==> src/rtl/core_pkg.sv <==
// Shared core types and ALU encodings used by the ALU/memory arbiter and its users.
package core_pkg;

  localparam int ALU_DATA_W = 8;
  localparam int ALU_FUNC_W = 4;

  localparam logic ALU_MODE_ARITH = 1'b0;
  localparam logic ALU_MODE_LOGIC = 1'b1;

  localparam logic [ALU_FUNC_W-1:0] ALU_LOGIC_XOR = 4'h9;
  localparam logic [ALU_FUNC_W-1:0] ALU_ARITH_INC = 4'hF;

  localparam logic ALU_CARRY_NONE = 1'b0;
  localparam logic ALU_CARRY_SET  = 1'b1;

  typedef enum logic [1:0] {
    IDLE     = 2'd0,
    EXEC     = 2'd1,
    MEM_DATA = 2'd2,
    DONE     = 2'd3
  } arb_state_t;

  typedef enum logic {
    REQ_F = 1'b0,
    REQ_E = 1'b1
  } req_id_t;

  typedef struct packed {
    logic                  mem;
    logic                  mode;
    logic [ALU_FUNC_W-1:0] func;
    logic [ALU_DATA_W-1:0] a;
    logic [ALU_DATA_W-1:0] b;
    logic                  cn;
  } alu_op_t;

endpackage

==> src/rtl/arb_prio_sel.sv <==
// Fetch/exec priority decision: exec wins unless fetch has lost MAX_WAIT arbitrations in a row.
module arb_prio_sel
  import core_pkg::*;
#(
  parameter int MAX_WAIT = 3
) (
  input  logic    CLK,
  input  logic    RST,
  input  logic    arb_en,
  input  logic    f_req,
  input  logic    e_req,
  output req_id_t winner
);

  localparam int CNT_W = $clog2(MAX_WAIT + 1);
  localparam logic [CNT_W-1:0] WAIT_SAT = CNT_W'(MAX_WAIT);

  logic [CNT_W-1:0] wait_cnt_r;

  // Winner for the current arbitration cycle
  always_comb begin
    if (e_req && !(f_req && (wait_cnt_r == WAIT_SAT))) begin
      winner = REQ_E;
    end else begin
      winner = REQ_F;
    end
  end

  // Lost-arbitration counter, stepped once per arbitration rather than per cycle
  always_ff @(posedge CLK or negedge RST) begin
    if (!RST) begin
      wait_cnt_r <= '0;
    end else if (arb_en) begin
      if (winner == REQ_F) begin
        wait_cnt_r <= '0;
      end else if (f_req && (wait_cnt_r != WAIT_SAT)) begin
        wait_cnt_r <= wait_cnt_r + {{(CNT_W-1){1'b0}}, 1'b1};
      end else begin
        wait_cnt_r <= wait_cnt_r;
      end
    end else begin
      wait_cnt_r <= wait_cnt_r;
    end
  end

endmodule

==> src/rtl/alu_mem_arbiter.sv <==
// Shares the single ALU and memory read port between fetch (F) and decode/exec (E),
// returning registered results with a one-cycle done pulse to the owner.
module alu_mem_arbiter
  import core_pkg::*;
#(
  parameter int DATA_W   = ALU_DATA_W,
  parameter int FUNC_W   = ALU_FUNC_W,
  parameter int MAX_WAIT = 3
) (
  input  logic              CLK,
  input  logic              RST,
  input  logic              f_req,
  input  logic              f_mem,
  input  logic              f_mode,
  input  logic [FUNC_W-1:0] f_func,
  input  logic [DATA_W-1:0] f_a,
  input  logic [DATA_W-1:0] f_b,
  input  logic              f_cn,
  input  logic              e_req,
  input  logic              e_mem,
  input  logic              e_mode,
  input  logic [FUNC_W-1:0] e_func,
  input  logic [DATA_W-1:0] e_a,
  input  logic [DATA_W-1:0] e_b,
  input  logic              e_cn,
  output logic              f_gnt,
  output logic              f_done,
  output logic              e_gnt,
  output logic              e_done,
  output logic [DATA_W-1:0] res_f,
  output logic              res_zf,
  output logic [DATA_W-1:0] res_mdata,
  output logic              alu_mode,
  output logic [FUNC_W-1:0] alu_func,
  output logic [DATA_W-1:0] alu_a,
  output logic [DATA_W-1:0] alu_b,
  output logic              alu_cn,
  input  logic [DATA_W-1:0] alu_f,
  input  logic              alu_zf,
  output logic              mem_rd,
  output logic [DATA_W-1:0] mem_addr,
  input  logic [DATA_W-1:0] mem_rdata
);

  arb_state_t state_r;
  req_id_t    owner_r;
  req_id_t    winner_s;
  req_id_t    sel_s;
  logic       mem_r;
  logic       arb_en_s;
  alu_op_t    f_op_s;
  alu_op_t    e_op_s;
  alu_op_t    op_s;

  assign arb_en_s = (state_r == IDLE) && (f_req || e_req);

  arb_prio_sel #(.MAX_WAIT(MAX_WAIT)) u_prio (
    .CLK    (CLK),
    .RST    (RST),
    .arb_en (arb_en_s),
    .f_req  (f_req),
    .e_req  (e_req),
    .winner (winner_s)
  );

  // Operand mux: the arbitration winner while idle, the latched owner afterwards
  always_comb begin
    f_op_s = '{mem: f_mem, mode: f_mode, func: f_func, a: f_a, b: f_b, cn: f_cn};
    e_op_s = '{mem: e_mem, mode: e_mode, func: e_func, a: e_a, b: e_b, cn: e_cn};
    if (state_r == IDLE) begin
      sel_s = winner_s;
    end else begin
      sel_s = owner_r;
    end
    if (sel_s == REQ_E) begin
      op_s = e_op_s;
    end else begin
      op_s = f_op_s;
    end
  end

  // ALU/memory drive, held at zero outside EXEC so idle buses never float
  always_comb begin
    if (state_r == EXEC) begin
      alu_mode = op_s.mode;
      alu_func = op_s.func;
      alu_a    = op_s.a;
      alu_b    = op_s.b;
      alu_cn   = op_s.cn;
      mem_rd   = mem_r;
    end else begin
      alu_mode = 1'b0;
      alu_func = '0;
      alu_a    = '0;
      alu_b    = '0;
      alu_cn   = 1'b0;
      mem_rd   = 1'b0;
    end
    if (mem_rd) begin
      mem_addr = op_s.a;
    end else begin
      mem_addr = '0;
    end
  end

  // Grant/done decoded from registered state and owner only
  always_comb begin
    f_gnt  = (state_r != IDLE) && (owner_r == REQ_F);
    e_gnt  = (state_r != IDLE) && (owner_r == REQ_E);
    f_done = (state_r == DONE) && (owner_r == REQ_F);
    e_done = (state_r == DONE) && (owner_r == REQ_E);
  end

  // Sequencer, owner latch and result capture
  always_ff @(posedge CLK or negedge RST) begin
    if (!RST) begin
      state_r   <= IDLE;
      owner_r   <= REQ_F;
      mem_r     <= 1'b0;
      res_f     <= '0;
      res_zf    <= 1'b0;
      res_mdata <= '0;
    end else begin
      case (state_r)
        IDLE: begin
          if (f_req || e_req) begin
            owner_r <= winner_s;
            mem_r   <= op_s.mem;
            state_r <= EXEC;
          end else begin
            state_r <= IDLE;
          end
        end
        EXEC: begin
          res_f  <= alu_f;
          res_zf <= alu_zf;
          if (mem_r) begin
            state_r <= MEM_DATA;
          end else begin
            state_r <= DONE;
          end
        end
        MEM_DATA: begin
          res_mdata <= mem_rdata;
          state_r   <= DONE;
        end
        DONE: begin
          state_r <= IDLE;
        end
        default: begin
          state_r <= IDLE;
        end
      endcase
    end
  end

endmodule
==> config.mk <==
export PLATFORM = sky130hd
export DESIGN_NAME = alu_mem_arbiter
export DESIGN_NICKNAME = d
export VERILOG_FILES = /design/src/rtl/core_pkg.sv /design/src/rtl/arb_prio_sel.sv /design/src/rtl/alu_mem_arbiter.sv
export SDC_FILE = /design/constraint.sdc
export NUM_CORES = 1
export LEC_CHECK = 0
export CORE_MARGIN = 2
export CORE_UTILIZATION = 36
export DETAILED_ROUTE_END_ITERATION = 7
export GPL_ROUTABILITY_DRIVEN = 1
export PLACE_DENSITY = 0.86
export SYNTH_ARGS = -nofsm -noshare
export SYNTH_HDL_FRONTEND = slang
export SYNTH_SLANG_ARGS = --single-unit
==> constraint.sdc <==
create_clock -name CLK -period 6.22 [get_ports CLK]
set_clock_uncertainty 0.2 [all_clocks]
set_input_delay 1.244 -clock CLK [delete_from_list [all_inputs] [get_ports CLK]]
set_output_delay 1.244 -clock CLK [all_outputs]
set_load 0.01 [all_outputs]
==> out/qor.yml <==
status: "finished, final reports clean"
avgRoutedWirePerCell_um: 13.7
leakage_nw: 1.14
grt_usage_pct: 18.0
cts_buffer_depth: 2
startpoint_type: "primary input"
period_share_pct: 77.1
start_util_pct: 37.9
utilization_pct: 68.5
fmax_mhz: 208
synth.distinct_cells: 29
io_buffers: 118
syn-instance-count: 145
grt_pass1_wl_um: 7170
clkLatencyLatePin_ns: 0.26
num_vias: 1480
chipHeight_um: 69.1
viasPerCell: 4.77
gpl.final_weighted_congestion: 0.800
ioPinCount: 119
yosysSeqAreaShare_pct: 37.7
ys_warn_count: 0
layout_setup_ws_ns: 1.42
die_area_um2: 4780
htreeDepth: 1
min_period_ns: 4.80
routed_wirelength_um: 4250
area_delta_synth_final_pct: 80.8
synth-main-ff-cell: "dfrtp_1"
cts_setup_buffers: 0
rsz0062_at_grt: "no"
cts_resized: 0
cts_made_buffers: 3
cts_tree: "done"
synthesis.nets: 217
nets: 333
antenna_found_initial: 0
critPathCaptureType: "output port"
antenna_cells: 0
finalHoldViolCount: 0
dp_hpwl_um: 3430
worst_pin_slew_ns: 0.969
power.density_nw_per_um2: 437
avgSynthCellArea_um2: 10.5
synth_edf_count: 0
cp.arrival_ns: 3.35
hold_buffers: 0
pre_cts_slack_ns: 1.41
drive_gt1_share_pct: 17.3
grt_max_degree: 34
crit_fanout: 15
dr.pass1.iters: 4
cp.required_ns: 4.78
synth_async_sr_flop_share_pct: 100
max-slew-margin-rel_pct: 35.2
core_area_um2: 4030
ant_nets: 0
root_buffer: "clkbuf_8"
drv_slew: 0
drcViolationCount: 0
peakVddDrop_mv: 0.261
grt_pass1_vias: 1599
fp.dieW_um: 69.1
drt-initial-drc-count: 23
maxCapViolations: 0
clk_pin_slew_ns: 0.08
setup_viol: 0
holdCritPathClass: "reg2reg"
synth-seq-cells: 23
syn_area_um2: 1530
cts.sinks: 23
final.setup.tns_ns: 0
fp-row-count: 23
gr-total-overflow: 0
critPathKind: "in2out"
-- state kept, by name, summed over array words and instances (netlist names) --
name and flops:
res_zf 1, u_prio.wait_cnt_r 2, res_f 8, mem_r 1
res_mdata 8, state_r 2, owner_r 1
-- cell type report --
type	instances	area (um2)
Multi-Input combinational cell	109	866
Clock inverter	1	5.00
Timing Repair Buffer	120	1200
Fill cell	335	1270
Tap cell	50	62.6
Sequential cell	23	576
Inverter	4	15.0
Clock buffer	3	41.3
-- final timing paths --
kind,start,end,slack [ns],cells past startpoint
setup / recovery,f_req,alu_mode,1.42,6
max in group asynchronous,RST,res_f[5],3.91,1
setup reg to reg,state_r[0],mem_r,4.02,6
hold reg to reg,res_mdata[3],res_mdata[3],0.31,1
min in group asynchronous,RST,res_mdata[5],1.32,1
hold / removal,res_mdata[3],res_mdata[3],0.31,1
-- layout by cell type (no fill, tap or decap), drive strengths merged --
cell type,netlist,layout
ha,5,5
o221ai,1,1
a22oi,1,1
mux2,18,18
a21oi,2,2
dfrtp,23,23
nor2b,10,10
clkdlybuf4s50,0,118
buf,5,2
clkinv,0,1
and2,1,1
a31oi,2,2
mux2i,8,8
nor2,10,10
inv,4,4
nand2,33,33
a21boi,14,14
nand2b,1,1
a22o,1,1
clkbuf,4,3
a31o,1,1
o21ai,1,1
-- Yosys cell counts (2+ instances only) --
library cell  count  share of area [%]
a21boi_1          5                2.5
a21boi_2          9                6.6
a21oi_1           2               0.66
buf_2             2               0.66
clkbuf_1          4               0.98
dfrtp_1          23                 38
ha_1              5                4.1
inv_1             4               0.98
mux2_2           17                 13
mux2i_1           8                5.2
nand2_1          23                5.7
nand2_4           9                6.6
nor2_1           10                2.5
nor2b_1           9                3.7
-- layer usage --
metal / global-route usage [%] / wire, um
met2: 33.1 / 2160
met5: 0 / 0
met3: 4.39 / 318
met4: 5.45 / 51
met1: 20.3 / 1710
-- where the power goes --
part,total (mW),internal [mW],switching [mW],leakage [nW]
clock network,0.0897,0.0446,0.0451,0.0255
logic,0.844,0.470,0.375,0.848
registers,0.272,0.227,0.0452,0.270
-- metrics by stage --
stage                     std cells  instance area, um2  total power [mW]  hold WS (ns)
after floorplan                 145                1530             0.786         0.277
after global routing            310                2760              1.29         0.327
after CTS                       310                2760              1.23         0.310
after global placement          306                2720              1.11         0.269
final                           310                2760              1.21         0.308
after detailed placement        306                2720              1.13         0.277
-- logic make-up after synthesis --
group / Yosys count / synth area share [%]
simple gates: 55 / 20.2
mux: 26 / 18.5
compound gates: 23 / 13.8
flops: 23 / 37.7
buf+inv: 13 / 5.65
fa+ha+maj: 5 / 4.10
-- critical path: stages --
cell	delay [ns]
clkdlybuf4s50_1	0.51
nand2_1	0.09
a31oi_2	0.60
nand2_1	0.20
a21boi_1	0.16
clkdlybuf4s50_1	0.54
No activity file was read; power rests on OpenSTA's default activity.
